## src/rtl/uart_cmd_pkg.sv

```systemverilog
// Shared opcodes, error bytes and FSM encoding for the UART command decoder.
package uart_cmd_pkg;

  typedef enum logic [1:0] {
    ST_IDLE    = 2'd0,
    ST_LOAD    = 2'd1,
    ST_SEND    = 2'd2,
    ST_WAIT_TX = 2'd3
  } state_t;

  localparam logic [7:0] OP_LOAD_A     = 8'h00;
  localparam logic [7:0] OP_LOAD_B     = 8'h01;
  localparam logic [7:0] OP_GET_RESULT = 8'h02;
  localparam logic [7:0] OP_LOAD_OP    = 8'h03;

  localparam logic [7:0] ERR_UNKNOWN_OP = 8'hFF;
  localparam logic [7:0] ERR_TIMEOUT    = 8'hFE;

  function automatic logic is_load_opcode(input logic [7:0] op);
    return (op == OP_LOAD_A) || (op == OP_LOAD_B) || (op == OP_LOAD_OP);
  endfunction

endpackage

```

## src/rtl/rx_timeout_counter.sv

```systemverilog
// Idle-cycle counter for operand loads; expired pulses once the limit is hit.
module rx_timeout_counter #(
  parameter int TIMEOUT_CYCLES = 100000
) (
  input  logic i_clk,
  input  logic i_reset,
  input  logic clear,
  input  logic enable,
  output logic expired
);

  generate
    if (TIMEOUT_CYCLES == 0) begin : g_disabled
      assign expired = 1'b0;
    end else begin : g_count
      localparam int CW = $clog2(TIMEOUT_CYCLES + 1);
      localparam logic [CW-1:0] LAST = CW'(TIMEOUT_CYCLES - 1);
      logic [CW-1:0] count_reg;

      // Saturates at LAST so a held enable cannot wrap and re-arm.
      always_ff @(posedge i_clk) begin
        if (i_reset || clear) begin
          count_reg <= '0;
        end else if (enable && (count_reg != LAST)) begin
          count_reg <= count_reg + 1'b1;
        end
      end

      assign expired = enable && !clear && (count_reg == LAST);
    end
  endgenerate

endmodule

```

## src/rtl/uart_cmd_interface.sv

```systemverilog
// Byte command decoder between UART and ALU: multi-byte operand loads with
// atomic commit, multi-byte result frames paced by tx done, load timeout.
module uart_cmd_interface
  import uart_cmd_pkg::*;
#(
  parameter int NB_DATA        = 8,
  parameter int NB_ALU_OP      = 6,
  parameter int TIMEOUT_CYCLES = 100000
) (
  input  logic                 i_clk,
  input  logic                 i_reset,
  input  logic                 i_rx_done,
  input  logic [7:0]           i_rx_data,
  input  logic                 i_tx_done,
  input  logic [NB_DATA-1:0]   i_alu_data_out,
  output logic [7:0]           o_tx_data,
  output logic                 o_tx_start,
  output logic [NB_DATA-1:0]   o_alu_data_A,
  output logic [NB_DATA-1:0]   o_alu_data_B,
  output logic [NB_ALU_OP-1:0] o_alu_op,
  output logic                 o_busy
);

  localparam int N_BYTES = NB_DATA / 8;
  localparam logic [2:0] LAST_BYTE = 3'(N_BYTES - 1);

  state_t state_reg, state_next;
  logic [7:0]           opcode_reg, opcode_next;
  logic [2:0]           count_reg, count_next;
  logic [2:0]           idx_reg, idx_next;
  logic [2:0]           last_idx_reg, last_idx_next;
  logic [NB_DATA-1:0]   shadow_reg, shadow_next;
  logic [NB_DATA-1:0]   frame_reg, frame_next;
  logic [NB_DATA-1:0]   alu_a_reg, alu_a_next;
  logic [NB_DATA-1:0]   alu_b_reg, alu_b_next;
  logic [NB_ALU_OP-1:0] alu_op_reg, alu_op_next;
  logic [7:0]           tx_data_reg, tx_data_next;
  logic                 tx_start_reg, tx_start_next;
  logic                 busy_reg, busy_next;

  logic [NB_DATA-1:0] shadow_upd;
  logic [7:0]         frame_byte [8];
  logic               last_byte;
  logic               timeout_expired;

  // Shadow with the incoming byte dropped into slot count_reg.
  genvar gi;
  generate
    for (gi = 0; gi < N_BYTES; gi++) begin : g_shadow
      assign shadow_upd[8*gi +: 8] = (count_reg == 3'(gi)) ? i_rx_data : shadow_reg[8*gi +: 8];
    end
    for (gi = 0; gi < 8; gi++) begin : g_frame
      if (gi < N_BYTES) begin : g_used
        assign frame_byte[gi] = frame_reg[8*gi +: 8];
      end else begin : g_unused
        assign frame_byte[gi] = 8'h00;
      end
    end
  endgenerate

  assign last_byte = (opcode_reg == OP_LOAD_OP) ? (count_reg == 3'd0) : (count_reg == LAST_BYTE);

  rx_timeout_counter #(
    .TIMEOUT_CYCLES(TIMEOUT_CYCLES)
  ) u_timeout (
    .i_clk   (i_clk),
    .i_reset (i_reset),
    .clear   ((state_reg != ST_LOAD) || i_rx_done),
    .enable  (state_reg == ST_LOAD),
    .expired (timeout_expired)
  );

  always_ff @(posedge i_clk) begin
    if (i_reset) begin
      state_reg    <= ST_IDLE;
      opcode_reg   <= '0;
      count_reg    <= '0;
      idx_reg      <= '0;
      last_idx_reg <= '0;
      shadow_reg   <= '0;
      frame_reg    <= '0;
      alu_a_reg    <= '0;
      alu_b_reg    <= '0;
      alu_op_reg   <= '0;
      tx_data_reg  <= '0;
      tx_start_reg <= 1'b0;
      busy_reg     <= 1'b0;
    end else begin
      state_reg    <= state_next;
      opcode_reg   <= opcode_next;
      count_reg    <= count_next;
      idx_reg      <= idx_next;
      last_idx_reg <= last_idx_next;
      shadow_reg   <= shadow_next;
      frame_reg    <= frame_next;
      alu_a_reg    <= alu_a_next;
      alu_b_reg    <= alu_b_next;
      alu_op_reg   <= alu_op_next;
      tx_data_reg  <= tx_data_next;
      tx_start_reg <= tx_start_next;
      busy_reg     <= busy_next;
    end
  end

  always_comb begin
    state_next = state_reg;
    case (state_reg)
      ST_IDLE: begin
        if (i_rx_done) state_next = is_load_opcode(i_rx_data) ? ST_LOAD : ST_SEND;
      end
      ST_LOAD: begin
        // A byte arriving on the expiry cycle takes priority over the timeout.
        if (i_rx_done) begin
          if (last_byte) state_next = ST_IDLE;
        end else if (timeout_expired) begin
          state_next = ST_SEND;
        end
      end
      ST_SEND:    state_next = ST_WAIT_TX;
      ST_WAIT_TX: begin
        if (i_tx_done) state_next = (idx_reg == last_idx_reg) ? ST_IDLE : ST_SEND;
      end
      default:    state_next = ST_IDLE;
    endcase
  end

  always_comb begin
    opcode_next   = opcode_reg;
    count_next    = count_reg;
    idx_next      = idx_reg;
    last_idx_next = last_idx_reg;
    shadow_next   = shadow_reg;
    frame_next    = frame_reg;
    alu_a_next    = alu_a_reg;
    alu_b_next    = alu_b_reg;
    alu_op_next   = alu_op_reg;
    tx_data_next  = tx_data_reg;
    tx_start_next = 1'b0;
    busy_next     = (state_next != ST_IDLE);
    case (state_reg)
      ST_IDLE: begin
        if (i_rx_done) begin
          opcode_next   = i_rx_data;
          count_next    = '0;
          idx_next      = '0;
          shadow_next   = '0;
          last_idx_next = '0;
          if (i_rx_data == OP_GET_RESULT) begin
            frame_next    = i_alu_data_out;
            last_idx_next = LAST_BYTE;
          end else if (!is_load_opcode(i_rx_data)) begin
            frame_next = NB_DATA'(ERR_UNKNOWN_OP);
          end
        end
      end
      ST_LOAD: begin
        if (i_rx_done) begin
          shadow_next = shadow_upd;
          count_next  = count_reg + 3'd1;
          if (last_byte) begin
            case (opcode_reg)
              OP_LOAD_A: alu_a_next  = shadow_upd;
              OP_LOAD_B: alu_b_next  = shadow_upd;
              default:   alu_op_next = shadow_upd[NB_ALU_OP-1:0];
            endcase
          end
        end else if (timeout_expired) begin
          shadow_next   = '0;
          frame_next    = NB_DATA'(ERR_TIMEOUT);
          idx_next      = '0;
          last_idx_next = '0;
        end
      end
      ST_SEND: begin
        tx_data_next  = frame_byte[idx_reg];
        tx_start_next = 1'b1;
      end
      ST_WAIT_TX: begin
        if (i_tx_done && (idx_reg != last_idx_reg)) idx_next = idx_reg + 3'd1;
      end
      default: ;
    endcase
  end

  assign o_tx_data    = tx_data_reg;
  assign o_tx_start   = tx_start_reg;
  assign o_alu_data_A = alu_a_reg;
  assign o_alu_data_B = alu_b_reg;
  assign o_alu_op     = alu_op_reg;
  assign o_busy       = busy_reg;

endmodule

```

## config.mk

```make
export PLATFORM = sky130hd
export DESIGN_NAME = uart_cmd_interface
export DESIGN_NICKNAME = d
export VERILOG_FILES = /design/src/rtl/uart_cmd_pkg.sv /design/src/rtl/rx_timeout_counter.sv /design/src/rtl/uart_cmd_interface.sv
export SDC_FILE = /design/constraint.sdc
export NUM_CORES = 1
export LEC_CHECK = 0
export ABC_AREA = 1
export CAP_MARGIN = 0
export CORE_ASPECT_RATIO = 1.75
export CORE_UTILIZATION = 28
export DETAILED_ROUTE_END_ITERATION = 12
export GPL_ROUTABILITY_DRIVEN = 0
export GPL_TIMING_DRIVEN = 0
export HOLD_SLACK_MARGIN = 0.03
export SLEW_MARGIN = 20
export SYNTH_ARGS = -nofsm -noshare
export SYNTH_HDL_FRONTEND = slang
export SYNTH_SLANG_ARGS = --single-unit
```

## constraint.sdc

```tcl
create_clock -name i_clk -period 2 [get_ports i_clk]
set_input_delay 0.5 -clock i_clk [delete_from_list [all_inputs] [get_ports i_clk]]
set_output_delay 0.5 -clock i_clk [all_outputs]
set_load 0.05 [all_outputs]
```

-- Word level (Yosys, flattened, before mapping)
Index checks and enable logic that the tools add are counted.
- register bits after elaboration: 84
- bits of input ports: 20
- output and inout bits: 32
- word-level logic and storage cells: 96
- add/subtract/negate cells: 3
- $lt $le $gt $ge: 1
- eq/ne operators: 19
- muxes and demuxes: 31
- bitwise gates (word level): 2
- reductions and logical operators: 26
- operator list (kind ; count):
    two-way mux 8 bit ; 11
    one-hot mux 8 bit (2 select lines) ; 2
    binary-select mux 8 bit (select 3 bit) ; 1
    adder 17 x 1 -> 17 bit, second input constant ; 1
    equality test 17 bit, second input constant ; 1
    inequality test 17 bit, second input constant ; 1
    equality test 8 x 1 -> 1 bit, second input constant ; 2
    equality test 8 x 2 -> 1 bit, second input constant ; 2
    zero test 8 bit ; 2
    AND reduction 4 bit ; 4
    two-way mux 3 bit ; 5
    two-way mux 2 bit ; 7
    one-hot mux 3 bit (2 select lines) ; 2
    inequality test 2 bit, second input constant ; 5
    AND reduction 5 bit ; 2
    one-hot mux 3 bit (3 select lines) ; 1
    one-hot mux 2 bit (4 select lines) ; 1
    adder 3 x 1 -> 3 bit, second input constant ; 2
    inequality test 3 bit, second input constant ; 2
    AND reduction 3 bit ; 2
    equality test 2 bit, second input constant ; 2
    greater-or-equal comparator 4 bit, second input constant ; 1
    logical AND 1 bit ; 4
    logical OR 1 bit ; 4
    14 further kinds ; 15

-- Depth between registers and ports, before layout
- depth after elaboration: 9
- mapped depth: 11
- depth with buffers taken out: 11

-- Hierarchy
From an unflattened synthesis, not the netlist that was laid out.
- cell total of the unflattened synthesis: 595
- area, all modules: 3905.0 µm²
- by module, submodules not included (module ; times used ; cells an instance ; area each (µm²) ; seq. area each (µm²)):
    uart_cmd_interface ; 1 ; 445 ; 2942.8 ; 1281.2
    rx_timeout_counter ; 1 ; 150 ; 962.2 ; 340.3

-- Least setup slack after synthesis
Ideal clock, no wire load.
- path type: flip-flop to flip-flop
- start: register u_timeout.g_count.count_reg[0]
- end: register u_timeout.g_count.count_reg[10]
- library setup time: 0.132 ns
- arrival: 1.349 ns
- required time: 1.868 ns
- path slack: 0.518 ns
- cell stages (with the launch flop): 10
- path buffers: 1
- path through: dfxtp_1 ha_1 nand2_1 nor2_4 nand3_2 nand2_4 inv_2 buf_2 nand2_1 a21oi_1
- longest elaborated chain between the ends: 2
- RTL lines (element ; line ; RTL):
    from (decl) ; rx_timeout_counter.sv:18 ; logic [CW-1:0] count_reg;
    from (signal assigned) ; rx_timeout_counter.sv:25 ; count_reg <= count_reg + 1'b1;
    parallel branches: the longest is 2 deep, another holds adder 17 x 1 -> 17 bit ; - ;
Parallel ways; which one is timed is not known.
A chain may end at the register's enable or synchronous reset.

-- Worst setup path after layout
- start: register alu_b_reg[4], in the netlist o_alu_data_B[4]
- end: output o_alu_data_B[4]
- RTL lines (element ; line ; RTL):
    from (decl) ; uart_cmd_interface.sv:35 ; logic [NB_DATA-1:0] alu_b_reg, alu_b_next;
    from (signal assigned) ; uart_cmd_interface.sv:97 ; alu_b_reg <= alu_b_next;
    to (decl) ; uart_cmd_interface.sv:19 ; output logic [NB_DATA-1:0] o_alu_data_B,
No word-level cell between the ends.

==> flow_summary.rst <==
.. list-table::
   :header-rows: 1

   * - Metric
     - Value
   * - Cell with the largest stage delay on the worst path
     - clkdlybuf4s50_1
   * - Clock skew
     - roughly 0.0077 ns
   * - Leading post-synthesis cells by cell area
     - dfxtp_1 42%, nand2_1 12%, nor2_1 8.0%
   * - Async SR Flop Fraction
     - 0%
   * - Library cell with the highest instance count after synthesis
     - nand2_1
   * - Starting density of the core
     - between 20 and 30%
   * - Count of warnings emitted by yosys
     - 0
   * - Total via count after detailed routing
     - approximately 3800
   * - Buf/Inv on CP
     - 1
   * - Count of pins on the block boundary
     - 52
   * - Total number of H-tree levels
     - 3
   * - Worst voltage drop across the vdd grid
     - 0.424 mV
   * - Final number of hold-violating endpoints
     - 0
   * - Worst setup EP type
     - output port
   * - Final routed wire length divided by cell count
     - approximately 13 um
   * - Avg Inst Size Synth
     - about 7.0 sq um
   * - GRT Total Usage
     - approximately 15%
   * - Clock tree from TritonCTS
     - done
   * - Most used standard cells in the synthesized netlist
     - 124 x nand2_1, 83 x nor2_1, 81 x dfxtp_1, 61 x a21oi_1, 49 x inv_1
   * - Critical path data required time
     - approximately 1.5 ns
   * - CP Launch Type
     - flip-flop
   * - Power density relative to cell area
     - between 800 and 900 nW/um^2
   * - Number of antenna repair diodes
     - 0
   * - Largest net degree at the start of global routing
     - 15
   * - Standard-cell rows
     - 56
   * - CTS buffer count
     - 9
   * - Area of the die
     - 14400 sq um
   * - Max reg flops
     - 17
   * - Vias in the first global route
     - approximately 3700
   * - Most used DFF post-synth
     - dfxtp_1
   * - Total DRC errors in the routed layout
     - 0
   * - Sum of negative setup slack
     - 0 ns
   * - Total congestion overflow
     - 0
   * - Clock slew at reported path FFs
     - approximately 0.06 ns
   * - Post-synthesis sequential area ratio
     - between 40% and 50%
   * - Worst-path fanout max
     - 2
   * - Initial antenna violation count
     - 0
   * - Highest cell delay on the worst timing path
     - approximately 0.8 ns
   * - Count of cell types in the netlist
     - 37
   * - Most area-hungry cell type in the Yosys netlist
     - dfxtp_1
   * - Post-Route WL
     - roughly 11 mm
   * - Fraction of synthesized cell area taken by the top area cell type
     - 41.6%
   * - Final worst path period need
     - 1.98 ns
   * - Final count of negative-setup-slack endpoints
     - 0
   * - DRC marker count from the first detailed-route iteration
     - around 150
   * - Clk Tree Root Cell
     - clkbuf_16
   * - Total standard cell area after synthesis
     - around 3900 sq um
   * - Crit share post-route
     - 98.8%
   * - Antenna viol nets, final
     - 0
   * - Worst slew slack as a fraction of its limit
     - approximately 62%
   * - Unrepaired setup endpoints after global routing
     - false
   * - Highest attainable clock frequency
     - 506 MHz
   * - Core Box Area
     - 13500 sq um
   * - Gate count after technology mapping
     - between 500 and 600
   * - Share of the core filled with cells
     - between 30 and 40%
   * - Share of post-route cells with drive strength above 1
     - 9.15%
   * - Post-synthesis net count
     - between 500 and 600
   * - Detailed-route vias per instance
     - about 4.8
   * - Number of inserted filler cells in the final layout
     - approximately 1400
   * - Number of max-slew violations in the final report
     - 0
   * - Maximum Capacitance Violations
     - 0
   * - Tightest Hold Check Type
     - reg2reg
   * - Leakage power total
     - about 2.2 nW
   * - Die X
     - roughly 91 um
   * - Net count, final
     - about 640
   * - Sink Count
     - 81
   * - Buffers from clock root to sink, at most
     - 2
   * - Post-synthesis register bit count
     - 81
   * - Data arrival time at the worst-slack endpoint
     - approximately 1.5 ns
   * - Worst-margin pin slew
     - ~0.56 ns
   * - Critical path, cell by cell
     - clkdlybuf4s50_1
   * - Outcome
     - complete, no violations
   * - Number of iterations in the first detailed-routing pass
     - 5
   * - Count of flip-flops with a built-in enable after synthesis
     - 0
   * - Buffers on Ports
     - about 50
   * - Crit Path Category
     - reg2out
   * - Latest clock arrival within the worst-skew pair
     - ~0.34 ns
   * - First-pass GRT wire length
     - 17.3 mm
   * - Area growth from synthesis to layout
     - 28.2%
   * - CTS Hold Bufs
     - 0
   * - Vertical die dimension
     - around 160 um
   * - Kind of cell adding the most delay to the critical path
     - buffers and inverters
   * - HPWL Detailed
     - approximately 8.3 mm
metrics by stage:
stage / power [mW] / worst slack (ns) / cell area, sq um / hold slack, ns / std cells
floorplan: 2.19 / 0.518 / 3900 / 0.435 / 556
global placement: 2.40 / -0.251 / 4630 / 0.449 / 781
detailed placement: 2.41 / -0.261 / 4630 / 0.456 / 781
CTS: 4.34 / -0.000000999 / 4970 / 0.463 / 797
global route: 4.46 / 0.000867 / 5000 / 0.485 / 797
finish: 4.30 / 0.0245 / 5000 / 0.461 / 797
cell families after synthesis:
kind of cell,Yosys count,synth area share [%]
flip-flops,81,41.6
AND/OR/NAND/NOR,289,33.4
AO/OA/AOI/OAI,92,12.2
XOR/XNOR,6,1.35
buffers and inverters,77,8.40
adder cells (fa/ha/maj),5,1.60
multiplexers,6,1.54
cell type report:
| class | count | area, sq um | share of cell area (%) |
|---|---|---|---|
| tap | 174 | 218 | 4.35 |
| buffer | 21 | 119 | 2.38 |
| clock buffer | 10 | 239 | 4.78 |
| timing repair buffer | 51 | 524 | 10.5 |
| inverter | 56 | 210 | 4.20 |
| sequential | 81 | 1620 | 32.4 |
| clock inverter | 6 | 114 | 2.28 |
| multi-input combinational | 398 | 1960 | 39.1 |
cells in the final DEF, fill, tap and decap left out, drive strengths merged, types with 15 or more instances in the layout:
master	synthesis	final
o21ai	27	27
nand2	128	128
a21oi	61	61
buf	15	15
clkbuf	6	16
nor2	88	88
nand3	37	37
clkdlybuf4s50	0	29
dfxtp	81	81
inv	55	56
where the power goes:
part	internal, mW	switching [mW]
clock	1.26	0.675
sequential	1.69	0.0447
combinational	0.208	0.419
what timing repair did:
item	in CTS	in global routing
gates resized for setup	11	14
setup buffers	0	0
endpoints found under the setup margin	11	18
tightest hold or removal path: stages, from the launching register on:
cell	delay [ns]
dfxtp_1	0.31
nand2_1	0.06
a21oi_1	0.05
per-layer routing:
layer  track usage, %  wire (um)  vias up
met2             31.0       6070       88
met3             2.07        352       20
li1                 -          -     1925
met1             14.3       4000     1762
met4             8.77        306        0
met5                0          0        -
path summary, 6_finish.rpt:
check / to / start / slack, ns / cells past startpoint
min: o_tx_data[6] / frame_reg[6] / 0.46 / 2
max reg2reg: u_timeout.g_count.count_reg[2] / u_timeout.g_count.count_reg[0] / 0.19 / 9
max: o_alu_data_B[4] / o_alu_data_B[4] / 0.02 / 1
min reg2reg: o_tx_data[6] / frame_reg[6] / 0.46 / 2
Power figures use the tool's default switching activity.
